File: src/rtl/seq_div_pkg.sv
// Shared definitions for the sequential restoring divider: FSM state encoding
// and the sizing helper for the iteration counter.
package seq_div_pkg;

    typedef enum logic [1:0] {
        S_IDLE = 2'd0,
        S_RUN  = 2'd1,
        S_FIN  = 2'd2
    } state_t;

    // Counter must hold WIDTH-1; never narrower than one bit.
    function automatic int cnt_width(input int w);
        return (w <= 2) ? 1 : $clog2(w);
    endfunction

endpackage

File: src/rtl/seq_divider_step.sv
// One restoring-division step: shift in a dividend bit, trial-subtract the
// divisor with a ripple borrow chain, keep the difference if it did not borrow.
module div_step #(
    parameter int WIDTH = 8
) (
    input  logic [WIDTH-1:0] rem,
    input  logic [WIDTH-1:0] divisor,
    input  logic             bit_in,
    output logic [WIDTH-1:0] rem_next,
    output logic             q_bit
);

    logic [WIDTH-1:0] shifted;
    logic [WIDTH-1:0] diff;
    logic [WIDTH:0]   borrow;

    assign shifted = {rem[WIDTH-2:0], bit_in};

    always_comb begin
        borrow    = '0;
        diff      = '0;
        borrow[0] = 1'b0;
        for (int i = 0; i < WIDTH; i++) begin
            diff[i]       = shifted[i] ^ divisor[i] ^ borrow[i];
            borrow[i + 1] = (~shifted[i] & divisor[i]) |
                            (~(shifted[i] ^ divisor[i]) & borrow[i]);
        end
    end

    // Bit WIDTH of the (WIDTH+1)-bit trial is rem's old MSB minus zero; the
    // trial is non-negative when that bit absorbs or never sees a borrow.
    assign q_bit    = rem[WIDTH-1] | ~borrow[WIDTH];
    assign rem_next = q_bit ? diff : shifted;

endmodule

File: src/rtl/seq_divider.sv
// Iterative restoring unsigned divider, one quotient bit per clock, MSB first.
// Holds the control FSM, iteration counter and result registers.
module seq_divider
    import seq_div_pkg::*;
#(
    parameter int WIDTH = 8
) (
    input  logic             clk,
    input  logic             rst,
    input  logic             start,
    input  logic [WIDTH-1:0] dividend,
    input  logic [WIDTH-1:0] divisor,
    output logic             busy,
    output logic             done,
    output logic [WIDTH-1:0] quotient,
    output logic [WIDTH-1:0] remainder,
    output logic             div_by_zero,
    output logic [1:0]       dbg_state
);

    localparam int CW = cnt_width(WIDTH);

    // Handshake: start is accepted on a rising edge only in IDLE with done low;
    // busy rises from that edge and falls on the edge that raises done, which
    // pulses for one cycle. Results and div_by_zero then hold until the next
    // accepted start.
    state_t           state, state_nx;
    logic [CW-1:0]    count;
    logic [WIDTH-1:0] rem_q;
    logic [WIDTH-1:0] q_sh;
    logic [WIDTH-1:0] dsr_q;
    logic             dz_q;
    logic             accept;
    logic [WIDTH-1:0] rem_next;
    logic             q_bit;

    assign accept    = (state == S_IDLE) && start && !done;
    assign dbg_state = state;

    div_step #(.WIDTH(WIDTH)) u_step (
        .rem      (rem_q),
        .divisor  (dsr_q),
        .bit_in   (q_sh[WIDTH-1]),
        .rem_next (rem_next),
        .q_bit    (q_bit)
    );

    always_ff @(posedge clk or posedge rst) begin
        if (rst) state <= S_IDLE;
        else     state <= state_nx;
    end

    always_comb begin
        state_nx = state;
        busy     = 1'b0;
        case (state)
            S_IDLE: if (accept) state_nx = (divisor == '0) ? S_FIN : S_RUN;
            S_RUN: begin
                busy = 1'b1;
                if (count == '0) state_nx = S_FIN;
            end
            S_FIN: begin
                busy     = 1'b1;
                state_nx = S_IDLE;
            end
            default: state_nx = S_IDLE;
        endcase
    end

    // q_sh starts as the dividend and fills with quotient bits as it shifts.
    always_ff @(posedge clk or posedge rst) begin
        if (rst) begin
            count       <= '0;
            rem_q       <= '0;
            q_sh        <= '0;
            dsr_q       <= '0;
            dz_q        <= 1'b0;
            done        <= 1'b0;
            quotient    <= '0;
            remainder   <= '0;
            div_by_zero <= 1'b0;
        end else begin
            done <= 1'b0;
            case (state)
                S_IDLE: begin
                    if (accept) begin
                        q_sh        <= dividend;
                        dsr_q       <= divisor;
                        rem_q       <= '0;
                        count       <= CW'(WIDTH - 1);
                        dz_q        <= (divisor == '0);
                        div_by_zero <= 1'b0;
                    end
                end
                S_RUN: begin
                    rem_q <= rem_next;
                    q_sh  <= {q_sh[WIDTH-2:0], q_bit};
                    count <= count - 1'b1;
                end
                S_FIN: begin
                    done        <= 1'b1;
                    div_by_zero <= dz_q;
                    if (dz_q) begin
                        quotient  <= '1;
                        remainder <= q_sh;
                    end else begin
                        quotient  <= q_sh;
                        remainder <= rem_q;
                    end
                end
                default: ;
            endcase
        end
    end

endmodule
File: config.mk
export PLATFORM = sky130hd
export DESIGN_NAME = seq_divider
export DESIGN_NICKNAME = d
export VERILOG_FILES = /design/src/rtl/seq_div_pkg.sv /design/src/rtl/seq_divider_step.sv /design/src/rtl/seq_divider.sv
export SDC_FILE = /design/constraint.sdc
export NUM_CORES = 1
export LEC_CHECK = 0
export ABC_AREA = 1
export CORE_MARGIN = 2
export CORE_UTILIZATION = 30
export DETAILED_ROUTE_END_ITERATION = 6
export GPL_ROUTABILITY_DRIVEN = 0
export GPL_TIMING_DRIVEN = 0
export PLACE_DENSITY = 0.5
export SLEW_MARGIN = 20
export SYNTH_ARGS = -nofsm -noshare
export SYNTH_HDL_FRONTEND = slang
export SYNTH_SLANG_ARGS = --single-unit
File: constraint.sdc
create_clock -name clk -period 3.9 [get_ports clk]
set_input_delay 0.39 -clock clk [delete_from_list [all_inputs] [get_ports clk]]
set_output_delay 0.39 -clock clk [all_outputs]
set_load 0.1 [all_outputs]
==> results of run 1 <==
## cell usage in the layout (no fill, tap or decap), drive strengths merged, types with 7 or more instances in the layout
master         instances
nor2                  25
mux2                   8
fa                     7
buf                   12
o21ai                 22
o211ai                 8
clkdlybuf4s50         39
dfrtp                 48
o221ai                 8
a21oi                 19
inv                   30
nand2                 37
## layout make-up
type / instances / share of cell area, %
sequential: 48 / 39.0
multi-input combinational: 143 / 32.7
timing repair buffer: 44 / 14.2
tap: 102 / 4.14
inverter: 30 / 3.82
buffer: 8 / 2.36
clock buffer: 5 / 2.23
clock inverter: 3 / 1.50
## metal layers
layer / GRT usage (%) / vias up / routed length [um]
met1: 19.8 / 836 / 2610
met2: 21.0 / 38 / 2570
li1: - / 859 / -
met5: 0 / - / 0
met4: 3.31 / 0 / 33
met3: 3.82 / 5 / 248
## sequential cells by signal, summed over array words and instances, names as in the netlist
register / flops
count: 3
done: 1
rem_q: 8
q_sh: 8
div_by_zero: 1
remainder: 8
dbg_state: 2
dz_q: 1
quotient: 8
dsr_q: 8
## through the flow
step | cell area (um2) | worst slack [ps] | utilization (%) | std cells | TNS (ps)
finish | 3080 | 197 | 40.1 | 383 | 0
global route | 3080 | 40.7 | 40.1 | 383 | 0
CTS | 3060 | 8.42 | 39.8 | 382 | 0
detailed placement | 2910 | -380 | 37.8 | 371 | -2800
global placement | 2890 | -342 | 37.5 | 370 | -2480
floorplan | 2370 | 13.3 | - | 229 | 0
## cells by family after synthesis
family                   share of synthesized area [%]
multiplexers                                      4.92
AO/OA/AOI/OAI                                     16.1
AND/OR/NAND/NOR                                   11.3
buffers and inverters                             7.78
flip-flops                                        50.8
adder cells (fa/ha/maj)                           9.10
## timing repair
action / CTS / global route
cloned: 0 / 1
setup endpoints to repair: 8 / 8
setup buffers: 3 / 0
pin swaps: 3 / 1
resized for setup: 8 / 4
## worst paths after layout
path	to	cells past startpoint	slack, ps
min reg2reg	remainder[0]	2	510
min in group clk	remainder[0]	2	510
max in group asynchronous	rem_q[1]	3	3020
max reg2reg	rem_q[4]	14	200
max	rem_q[4]	14	200
min	done	2	380
## worst max-delay path, stage by stage, from the launching register on
cell and delay (ps):
dfrtp_1 370, inv_2 70, ha_1 190, fa_2 350
fa_2 340, fa_2 340, fa_2 350, fa_2 360
fa_2 390, fa_2 380, nand2_4 90, buf_2 160
a21oi_1 80, nand2_1 80, o21ai_2 50
==> results.json, run 1 <==
{
  "final.period_utilization_pct": 94.9,
  "drc": 0,
  "area_growth_pct": 30.3,
  "drt_iter0_drc": 83,
  "cts_max_level": 2,
  "rr_startpoint": "q_sh[7]",
  "ys_seq_area_share_pct": 50.8,
  "crit_required_ps": 4100,
  "post_synth_num_cell_types": 26,
  "synth_nets": 261,
  "firstDrtPassIters": 4,
  "postCtsHoldBufs": 0,
  "clockBufferDepth": 2,
  "synth_edf_count": 0,
  "dieArea_mm2": 0.00861,
  "cts_tree": "yes",
  "portBuffers": 39,
  "min_path_type": "primary input to async pin",
  "max-slew-margin-rel_pct": 34.6,
  "status": "completed",
  "cp-start-kind": "flop",
  "arrival_ps": 3900,
  "die_width_um": 92.8,
  "drive_gt1_share_pct": 18.9,
  "avgRoutedWirePerCell_um": 14.3,
  "path_max_fanout": 5,
  "fmax_mhz": 270,
  "start_util_pct": 30.8,
  "hold_viol": 0,
  "vias_per_cell": 4.54,
  "fin_skew_ps": 10.5,
  "ios": 40,
  "drv_slew": 0,
  "diodes": 0,
  "antenna_found_initial": 0,
  "clkTransAtPathRegs_ps": 100,
  "yosys.cell_count.top_type": "dfrtp_1",
  "track_usage_pct": 13.9,
  "vias": 1738,
  "die_h_um": 92.8,
  "cts_buffers": 5,
  "avgSynthCellArea_um2": 10.3,
  "ant_nets": 0,
  "seq_area_mm2": 0.00120,
  "row_count": 32,
  "grt-ovfl-total": 0,
  "dp_hpwl_um": 4050,
  "fill_cells": 782,
  "synthTopCellsByArea": "dfrtp_1, fa_1, nand2_1",
  "clock-root-buffer": "clkbuf_8",
  "synth_top_cell_area_share_pct": 50.8,
  "grt_max_degree": 32,
  "drt_wl_total_um": 5470,
  "critPathLaunch": "q_sh[7]",
  "setup_viol": 0,
  "synth-main-ff-cell": "dfrtp_1",
  "hold_ws_ps": 381,
  "ys_warn_count": 0,
  "grt_pass1_wl_um": 9140,
  "min_period_ps": 3700,
  "end_kind": "flop",
  "synthArstFlopShare_pct": 100,
  "synth-seq-cells": 48,
  "worstSetupPathType": "flop to flop",
  "synth_top_area_cell": "dfrtp_1",
  "syn_area_mm2": 0.00236,
  "multiInputGateArea_mm2": 0.00101,
  "rsz0062_at_grt": "no",
  "grt_pass1_vias": 1774,
  "nNetsFinal": 312,
  "synth_common_cells": "dfrtp_1, nand2_1, inv_1",
  "cts_num_sinks": 48,
  "core_mm2": 0.00769,
  "tightest_slew_ps": 978,
  "drv_cap": 0,
  "synth_cells": 229,
  "clock_latency_ps": 310
}
Power of run 1 is not shown: default switching activity piles up to over one toggle a cycle in this logic, so the estimate is an artifact.
==> run 2: changes to the inputs <==
--- a/config.mk
+++ b/config.mk
@@ -12,6 +12,7 @@
 export GPL_ROUTABILITY_DRIVEN = 0
 export GPL_TIMING_DRIVEN = 0
 export PLACE_DENSITY = 0.5
+export SETUP_SLACK_MARGIN = 0.15
 export SLEW_MARGIN = 20
 export SYNTH_ARGS = -nofsm -noshare
 export SYNTH_HDL_FRONTEND = slang
==> run 2 against run 1 <==
Clock skew fell by 2.2 ps. First-iteration DRC count down 31%. Critical path depth unchanged. Die area unchanged. Non-clock buffer count is 5 higher. Setup slack better by 34 ps. Hold slack better by 39 ps. Via count up 0.86%. Register-to-register slack better by 30 ps. Count of clock-buffer cells in the layout increased by 1. Critical path type unchanged. Flip-flop and latch count did not move.
==> results.json, run 2 (same netlist as run 1, synthesis figures left out) <==
{
  "r2r_slack_ps": 230,
  "grt_use_met2_pct": 21.4,
  "fin_util_pct": 40.4,
  "grtUsageMet3_pct": 3.25,
  "cts_tree": "yes",
  "dp_hpwl_um": 4010,
  "die_h_um": 92.8,
  "final.period_utilization_pct": 94.1,
  "rr_startpoint": "dsr_q[0]",
  "worstSetupPathType": "flop to flop",
  "core_mm2": 0.00769,
  "cp-start-kind": "flop",
  "setup_viol": 0,
  "end_kind": "flop",
  "grt-ovfl-total": 0,
  "drc": 0,
  "die_width_um": 92.8,
  "avgRoutedWirePerCell_um": 14.1,
  "drive_gt1_share_pct": 20.3,
  "dieArea_mm2": 0.00861,
  "ant_nets": 0,
  "cts_num_sinks": 48,
  "grt_pass1_wl_um": 9120,
  "critPathLaunch": "dsr_q[0]",
  "clock-root-buffer": "clkbuf_8",
  "layout_commonest_cell": "dfrtp_1",
  "vias": 1753,
  "postCtsHoldBufs": 0,
  "area_growth_pct": 31.5,
  "firstDrtPassIters": 4,
  "antenna_found_initial": 0,
  "fill_cells": 784,
  "r2r-end": "rem_q[5]",
  "max-slew-margin-rel_pct": 34.5,
  "path_max_fanout": 6,
  "clkTransAtPathRegs_ps": 90,
  "hold_viol": 0,
  "nNetsFinal": 317,
  "portBuffers": 39,
  "row_count": 32,
  "track_usage_pct": 13.8,
  "grt_pass1_vias": 1765,
  "fin_skew_ps": 8.27,
  "use_met1_pct": 18.9,
  "tightest_slew_ps": 980,
  "diodes": 0,
  "drv_cap": 0,
  "ios": 40,
  "clockBufferDepth": 2,
  "stdcell_count": 388,
  "cts_buffers": 5,
  "rsz0062_at_grt": "yes",
  "min_period_ps": 3670,
  "drv_slew": 0,
  "busiest_layer": "met2",
  "drt_wl_total_um": 5450,
  "status": "completed",
  "cts_max_level": 2,
  "crit_required_ps": 4140,
  "arrival_ps": 3900,
  "crit_path_end": "rem_q[5]",
  "grt_max_degree": 29,
  "min_path_type": "primary input to async pin",
  "hold_ws_ps": 420,
  "mostFrequentLayoutCells": "dfrtp_1, clkdlybuf4s50_1, nand2_1",
  "vias_per_cell": 4.52,
  "drt_iter0_drc": 57,
  "r2r_cells": 14,
  "post-place-cells": 371,
  "clock_latency_ps": 300,
  "start_util_pct": 30.8,
  "fmax_mhz": 273
}
## run 2: changes by cell type in the layout (fill, tap and decap cells not counted)
cell | previous run | this run
a21oi_1 | 16 | 17
a21oi_2 | 3 | 2
buf_4 | 4 | 9
bufinv_16 | 1 | 0
clkbuf_8 | 5 | 6
clkinvlp_4 | 1 | 2
ha_1 | 6 | 5
ha_4 | 0 | 1
inv_6 | 2 | 1
o21ai_0 | 13 | 12
o21ai_1 | 1 | 2
## run 2: worst min path at each step
stage                       from           end  slack (ps)  cells after the start
CTS                          rst          done         420                      2
global route                 rst       q_sh[2]         460                      2
detailed placement  remainder[6]  remainder[6]         480                      2
floorplan               dsr_q[0]      dsr_q[0]         490                      1
finish                       rst          done         420                      2
global placement    remainder[0]  remainder[0]         490                      2
## run 2: critical path, stage by stage, from the launching register on
cell,delay [ps]
dfrtp_1,420
ha_4,170
fa_2,340
fa_2,340
fa_2,340
fa_2,350
fa_2,350
fa_2,360
fa_2,380
nand2_4,120
buf_6,120
nor2_1,40
a21oi_1,130
nand2_1,80
o21ai_2,50
## run 2: metrics by stage
step,cell area [um2],setup slack (ps),TNS [ps]
finish,3110,232,0
global route,3110,105,0
CTS,3070,172,0
detailed placement,2920,-147,-837
global placement,2900,-112,-629
floorplan,2380,158,0
## run 2: what timing repair did
action | 4_1_cts | 5_1_grt
cloned | 1 | 0
resized for setup | 6 | 3
pin swaps | 2 | 0
setup buffers | 4 | 4
setup endpoints to repair | 9 | 8
## run 2: cell type report
type	instances	area [um2]	share of cell area (%)
tap	102	128	4.10
timing repair buffer	49	475	15.3
clock buffer	6	82.6	2.66
clock inverter	2	15.0	0.483
buffer	8	72.6	2.33
sequential	48	1200	38.6
inverter	30	118	3.78
multi-input combinational	143	1020	32.7
## run 2: routing by layer
layer	share of wire (%)	wire [um]	vias to the layer above
li1	-	-	861
met2	48	2600	37
met3	4.5	246	7
met4	1.7	93	0
met5	0	0	-
met1	46	2510	848
Power of run 2 is left out for the same reason.
